==> config.mk <==
export PLATFORM = sky130hd
export DESIGN_NAME = mem_word_port
export DESIGN_NICKNAME = d
export VERILOG_FILES = /design/src/rtl/mem_word_port.sv
export SDC_FILE = /design/constraint.sdc
export NUM_CORES = 1
export LEC_CHECK = 0
export CORE_MARGIN = 4
export CORE_UTILIZATION = 49
export CTS_CLUSTER_SIZE = 40
export DETAILED_ROUTE_END_ITERATION = 7
export GPL_TIMING_DRIVEN = 0
export PLACE_DENSITY = 0.88
export SETUP_SLACK_MARGIN = 0.5
export SYNTH_ARGS = -nofsm -noshare
export SYNTH_HDL_FRONTEND = slang
export SYNTH_SLANG_ARGS = --single-unit
==> constraint.sdc <==
create_clock -name clk -period 2.3 [get_ports clk]
set_input_delay 0.46 -clock clk [delete_from_list [all_inputs] [get_ports clk]]
set_output_delay 0.46 -clock clk [all_outputs]
set_load 0.01 [all_outputs]
==> src/rtl/mem_word_port.sv <==
// mem_word_port: 32-bit word port onto an 8-bit byte memory, one byte per cycle, little-endian.
// Defining MEM_WORD_PORT_BYTE_EN adds req_byte for single-byte transfers.
module mem_word_port (
  input  logic        clk,
  input  logic        reset,
  input  logic        req_valid,
  output logic        req_ready,
  input  logic        req_write,
  input  logic [7:0]  req_addr,
  input  logic [31:0] req_wdata,
`ifdef MEM_WORD_PORT_BYTE_EN
  input  logic        req_byte,
`endif
  output logic        rsp_valid,
  output logic [31:0] rsp_rdata,
  output logic        memwrite,
  output logic [7:0]  adr,
  output logic [7:0]  writedata,
  input  logic [7:0]  memdata
);

  typedef enum logic [0:0] {IDLE = 1'b0, XFER = 1'b1} state_t;

  state_t      state_r, state_s;
  logic [1:0]  cnt_r, cnt_s;
  logic [7:0]  adr_r, adr_s;
  logic [7:0]  writedata_r, writedata_s;
  logic        memwrite_r, memwrite_s;
  logic        rsp_valid_r, rsp_valid_s;
  logic [31:0] rsp_rdata_r, rsp_rdata_s;
  logic [23:0] wdata_hi_r, wdata_hi_s;
  logic        write_r, write_s;
  logic        byte_r, byte_s;
  logic [23:0] rbuf_r, rbuf_s;
  logic        last_s;
  logic        req_byte_s;

`ifdef MEM_WORD_PORT_BYTE_EN
  assign req_byte_s = req_byte;
`else
  assign req_byte_s = 1'b0;
`endif

  assign req_ready = (state_r == IDLE);
  assign rsp_valid = rsp_valid_r;
  assign rsp_rdata = rsp_rdata_r;
  assign memwrite  = memwrite_r;
  assign adr       = adr_r;
  assign writedata = writedata_r;

  // Next-state and next-output logic for the transfer sequencer
  always_comb begin
    state_s     = state_r;
    cnt_s       = cnt_r;
    adr_s       = adr_r;
    writedata_s = writedata_r;
    memwrite_s  = memwrite_r;
    rsp_valid_s = 1'b0;
    rsp_rdata_s = rsp_rdata_r;
    wdata_hi_s  = wdata_hi_r;
    write_s     = write_r;
    byte_s      = byte_r;
    rbuf_s      = rbuf_r;
    last_s      = (cnt_r == 2'd3) || byte_r;
    case (state_r)
      IDLE: begin
        if (req_valid) begin
          state_s     = XFER;
          cnt_s       = 2'd0;
          adr_s       = req_addr;
          memwrite_s  = req_write;
          writedata_s = req_wdata[7:0];
          wdata_hi_s  = req_wdata[31:8];
          write_s     = req_write;
          byte_s      = req_byte_s;
        end else begin
          state_s = IDLE;
        end
      end
      XFER: begin
        // memdata holds the byte fetched at the preceding negedge
        case (cnt_r)
          2'd0:    rbuf_s[7:0]   = memdata;
          2'd1:    rbuf_s[15:8]  = memdata;
          2'd2:    rbuf_s[23:16] = memdata;
          default: rbuf_s        = rbuf_r;
        endcase
        if (last_s) begin
          state_s     = IDLE;
          memwrite_s  = 1'b0;
          rsp_valid_s = 1'b1;
          if (write_r) begin
            rsp_rdata_s = rsp_rdata_r;
          end else if (byte_r) begin
            rsp_rdata_s = {24'h000000, memdata};
          end else begin
            rsp_rdata_s = {memdata, rbuf_r[23:0]};
          end
        end else begin
          state_s = XFER;
          adr_s   = adr_r + 8'd1;
          cnt_s   = cnt_r + 2'd1;
          case (cnt_r)
            2'd0:    writedata_s = wdata_hi_r[7:0];
            2'd1:    writedata_s = wdata_hi_r[15:8];
            2'd2:    writedata_s = wdata_hi_r[23:16];
            default: writedata_s = writedata_r;
          endcase
        end
      end
      default: begin
        state_s    = IDLE;
        memwrite_s = 1'b0;
      end
    endcase
  end

  // State and output registers with synchronous active-low reset
  always_ff @(posedge clk) begin
    if (!reset) begin
      state_r     <= IDLE;
      cnt_r       <= 2'd0;
      adr_r       <= 8'h00;
      writedata_r <= 8'h00;
      memwrite_r  <= 1'b0;
      rsp_valid_r <= 1'b0;
      rsp_rdata_r <= 32'h00000000;
      wdata_hi_r  <= 24'h000000;
      write_r     <= 1'b0;
      byte_r      <= 1'b0;
      rbuf_r      <= 24'h000000;
    end else begin
      state_r     <= state_s;
      cnt_r       <= cnt_s;
      adr_r       <= adr_s;
      writedata_r <= writedata_s;
      memwrite_r  <= memwrite_s;
      rsp_valid_r <= rsp_valid_s;
      rsp_rdata_r <= rsp_rdata_s;
      wdata_hi_r  <= wdata_hi_s;
      write_r     <= write_s;
      byte_r      <= byte_s;
      rbuf_r      <= rbuf_s;
    end
  end

endmodule

Word level (Yosys, flattened, before mapping). Cells that the tools add are included.

Register bits: 102. Bits of input ports: 52. Output and inout bits: 51. Word-level logic and storage cells: 50.

Add/subtract/negate cells: 2. Equality and inequality tests: 7. Mux-type cells: 17. Bitwise logic cells: 2. Reduce and logical (&&, ||, !) cells: 10.

Operator list (count): 2-to-1 mux 8 bit (4); case mux 8 bit (2 select lines) (2); case mux 8 bit (3 select lines) (1); AND reduction 2 bit (7); adder 8 x 1 -> 8 bit, second input constant (1); AND reduction 3 bit (2); 2-to-1 mux 1 bit (5); == test 2 bit, second input constant (2); 2-to-1 mux 2 bit (2); != test 2 bit, second input constant (2); != test 4 x 1 -> 1 bit, second input constant (1); case mux 1 bit (2 select lines) (2); case mux 2 bit (2 select lines) (1); adder 2 x 1 -> 2 bit, second input constant (1); == test 2 x 1 -> 1 bit, second input constant (1); zero test 2 bit (1); != test 2 x 1 -> 1 bit, second input constant (1); inverter 1 bit (2).

Longest topological paths before layout.
Depth after elaboration: 4. Depth in mapped cells: 7. Depth with buffers taken out: 5.

Worst setup path after synthesis. Ideal clock, no wire load.

Kind: flip-flop to flip-flop. Start: register cnt_r[0]. End: register writedata_r[0], in the netlist writedata[0]. Library setup time: 0.122 ns. Arrival: 1.628 ns. Data required time: 2.178 ns. Slack: 0.550 ns. Stages on the path, launching flop included: 8. Buffers on the path: 2. Period minus slack after synthesis: 1.750 ns. Cells stage by stage: dfxtp_1 -> inv_1 -> ha_1 -> buf_4 -> or3_4 -> buf_6 -> a211o_1 -> o311a_1.

Cells in the longest elaborated chain, start to end: 4. Elaborated cells on any way between the ends: 10. Those cells by class: eq/ne (5); mux (3); reduce/logical (2).

Ends and longest elaborated chain: start, declared (RTL line 25) `logic [1:0] cnt_r, cnt_s;`; start signal, assigned (RTL line 134) `cnt_r <= cnt_s;`; == test 2 bit, or another cell as far along (RTL line 103) `case (cnt_r)`; case mux 8 bit (3 select lines) (RTL line 103); 2-to-1 mux 8 bit (RTL line 88) `if (last_s) begin`; case mux 8 bit (2 select lines) (RTL line 65) `case (state_r)`; end signal, assigned (RTL line 136) `writedata_r <= writedata_s;`; end, declared (RTL line 27) `logic [7:0] writedata_r, writedata_s;`.

Several ways; a longest one is shown, not always the timed one. The select of a mux whose other input is x is not followed. A chain may end at the register's enable or synchronous reset.

Worst setup path after layout.
Start: register cnt_r[1]. End: register writedata_r[7], in the netlist writedata[7].

Same word-level chain as after synthesis.

==> metrics.md <==
| Metric | Value |
|---|---|
| YS warnings | 0 |
| Most frequent cells in the layout | nand2_1 (145), clkdlybuf4s50_1 (98), a21oi_1 (95) |
| Number of fillers in the final layout | slightly below 600 |
| Total clock sinks | around 100 |
| Part of the total power dissipated in combinational logic | around 16% |
| Power share of the sequential group | a little over half |
| CP Data Arrival Time | between 2 and 2.5 ns |
| DIE AREA | between 9000 and 10000 um^2 |
| Detailed-route via count | slightly above 4000 |
| Post-synthesis sequential element count | just over 100 |
| Vertical extent of the die | ~100 um |
| M3 GR Usage | under 10% |
| First-pass GRT wire length | around 19 mm |
| Most area-hungry cell type in the Yosys netlist | dfxtp_1 |
| Drt via density | between 5 and 6 |
| Multi-input combinational cell area | about 1800 um^2 |
| Setup repair after global routing missed its margin | yes |
| Number of buffers inserted during clock tree synthesis | 9 |
| Synth unique cells | 42 |
| Final setup TNS | 0 ns |
| Final critical-path required period | ~1.8 ns |
| Reg2Reg Depth | 7 |
| Overall routing resource usage | 23.1% |
| Met1 Resource Use GR | 30.3% |
| Total number of placement rows | 32 |
| Most frequent standard cell in the layout excluding fill and tap cells | nand2_1 |
| Most frequently used flop master after synthesis | dfxtp_1 |
| Part of the total power dissipated in the clock network | between 30% and 40% |
| Num ports | 103 |
| Routed Wire Length | between 10 and 15 mm |
| Least-Margin Pin Slew | around 0.56 ns |
| Achievable Freq | approximately 550 MHz |
| Post-route antenna net violation count | 0 |
| Data required time at the worst endpoint | approximately 2.6 ns |
| DR iter-0 viols | a little under 300 |
| Proportion of netlist area held by the largest area contributor | between 50% and 60% |
| Worst slew margin relative to its limit | a little over three fifths |
| Wire length per cell | 16.1 um |
| Gate Count Post-Synth | 501 |
| Worst Hold Path Cells | 2 |
| Worst setup slack after placement | 0.0183 ns |
| Max Cap Viol | 0 |
| FF+latch area | approximately 2100 um^2 |
| Peak fanout along the critical path | 4 |
| Peak-usage layer in the global routing report | met2 |
| Total congestion overflow after global routing | 0 |
| Switching Fraction | between 20% and 30% |
| Clock latency reported for the late side of the worst-skew pair | roughly 0.36 ns |
| Final weighted congestion in routability-driven placement | 0.872 |
| Crit end category | flip-flop |
| Class of the most critical setup path | reg2reg |
| Post-synthesis net count | 558 |
| Netlist area before placement | roughly 4000 um^2 |
| Setup Skew | 0.00783 ns |
| Hold Vio Cnt, Final | 0 |
| Number of H-tree levels | 3 |
| Number of enable flip-flop cells after synthesis | 0 |
| Register clock-pin slew on the reported worst setup and hold paths | 0.09 ns |
| Initial DRT Pass Iterations | 6 |
| DR DRC count | 0 |
| Net count of the finished layout | slightly below 700 |
| Global routing usage on met2 | 39.7% |
| Number of buffer cells added on primary ports | approximately 100 |
| Critical Path Source Type | flip-flop |
| HPWL after detailed placement | approximately 8.5 mm |
| Switching power of the nets | ~940 uW |
| Final max-slew violation count | 0 |
| Worst-case vdd ir drop | around 0.33 mV |
| Final Cycle Share | about four fifths |
| Number of hold buffers added after CTS | 0 |
| Largest net degree at the start of global routing | 17 |
| Core area | around 8000 um^2 |
| Type of the most critical hold path | reg2reg |
| Ant. Diodes | 0 |
| Post-Syn Area per Cell | 8.12 um^2 |
| Asr flop ratio synth | 0% |
| Top cells by area, synth | dfxtp_1 (50%), nand2_1 (13%), a21oi_1 (12%) |
| Result of the run | finished, final reports clean |
| Deepest clock path buffer count | 2 |
| Via count of the first global-routing pass | 3860 |
| Share of final-layout standard cells stronger than drive strength 1 | about a tenth |
| Starting density of the core | approximately half |
| Internal power component | 2.66 mW |
| Power Density | ~650 nW/um^2 |
| Die X | 99.1 um |
| Worst Slack Setup Final | roughly 0.49 ns |
| Synthesis-to-layout area growth | 35.5% |
| CTS tree | built |
| CTS root buf | clkbuf_8 |
| Total setup violations reported at the end of the flow | 0 |
| Antenna violations before repair | 0 |
| Pleak | approximately 2.0 nW |
| Register area share after synthesis | between 50% and 60% |
==> sequential cells by signal, indices dropped and copies added, names as in the netlist <==
register    cells
adr             8
cnt_r           2
memwrite        1
rbuf_r         24
rsp_rdata      32
rsp_valid       1
state_r         1
wdata_hi_r     24
write_r         1
writedata       8
==> final timing paths <==
check                                    to  slack, ns                    from
setup / recovery  writedata[7]$_SDFFE_PN0P_       0.49   cnt_r[1]$_SDFFE_PN0P_
hold / removal    rsp_rdata[8]$_SDFFE_PN0P_       0.46  rbuf_r[8]$_SDFFE_PN0P_
setup reg to reg  writedata[7]$_SDFFE_PN0P_       0.49   cnt_r[1]$_SDFFE_PN0P_
hold reg to reg   rsp_rdata[8]$_SDFFE_PN0P_       0.46  rbuf_r[8]$_SDFFE_PN0P_
==> area by class of cell <==
type                    count  area share, %
plain buffers              40           4.06
repair buffers            105           19.3
well taps                 102           2.31
flip-flops and latches    102           37.3
multi-input cells         353           33.0
clock inverters             5           1.07
inverters                   6          0.408
clock buffers              11           2.56
==> cell usage after synthesis (2+ instances only) <==
cell type	count
nand2_1	145
dfxtp_1	102
a21oi_1	95
nand3_1	28
clkbuf_1	19
buf_2	18
o21ai_0	10
nor2b_1	9
o311a_1	9
a211o_1	8
a22oi_1	8
ha_1	5
inv_1	5
nor3_1	4
a31oi_1	2
and2b_1	2
and3_1	2
buf_6	2
nand2b_1	2
nand3b_1	2
nor4_1	2
o221ai_1	2
==> power by group through the flow <==
stage | logic, mW | clock network [mW] | registers [mW]
after floorplan | 0.277 | 0 | 1.94
after global placement | 0.516 | 0 | 1.93
after detailed placement | 0.533 | 0 | 1.93
after CTS | 0.538 | 1.13 | 1.89
after global routing | 0.612 | 1.22 | 1.91
final | 0.569 | 1.13 | 1.90
==> layer usage <==
layer  vias to the layer above  wire length [um]
li1                       1954                 -
met1                      1961              4840
met2                       192              5780
met3                        19               869
met4                         0               176
met5                         -                 0
==> per-stage QoR <==
step	total power [mW]	cells	hold WS [ns]	utilization [%]	area, um^2
floorplan	2.21	501	0.432	-	4070
global placement	2.45	705	0.441	66.2	5220
detailed placement	2.47	705	0.448	66.2	5220
CTS	3.57	721	0.462	68.9	5440
global route	3.74	724	0.482	69.9	5520
finish	3.60	724	0.461	69.9	5520
==> critical path, stage by stage (launching register included) <==
cell       delay (ns)
dfxtp_4          0.38
inv_2            0.05
ha_1             0.18
buf_6            0.12
or3_4            0.40
clkbuf_16        0.16
a211o_1          0.29
o311a_1          0.12
==> timing repair <==
item | in CTS | in global routing
resized for setup | 13 | 24
endpoints found under the setup margin | 32 | 35
setup buffers | 0 | 2
pin swaps | 0 | 8
gates cloned | 0 | 1
==> cells by family after synthesis <==
| logic type | Yosys count | synth area share [%] |
|---|---|---|
| compound gates | 144 | 21.2 |
| fa+ha+maj | 5 | 1.54 |
| buf+inv | 46 | 5.26 |
| flops | 102 | 50.2 |
| simple gates | 204 | 21.9 |
Power figures use the tool's default switching activity.
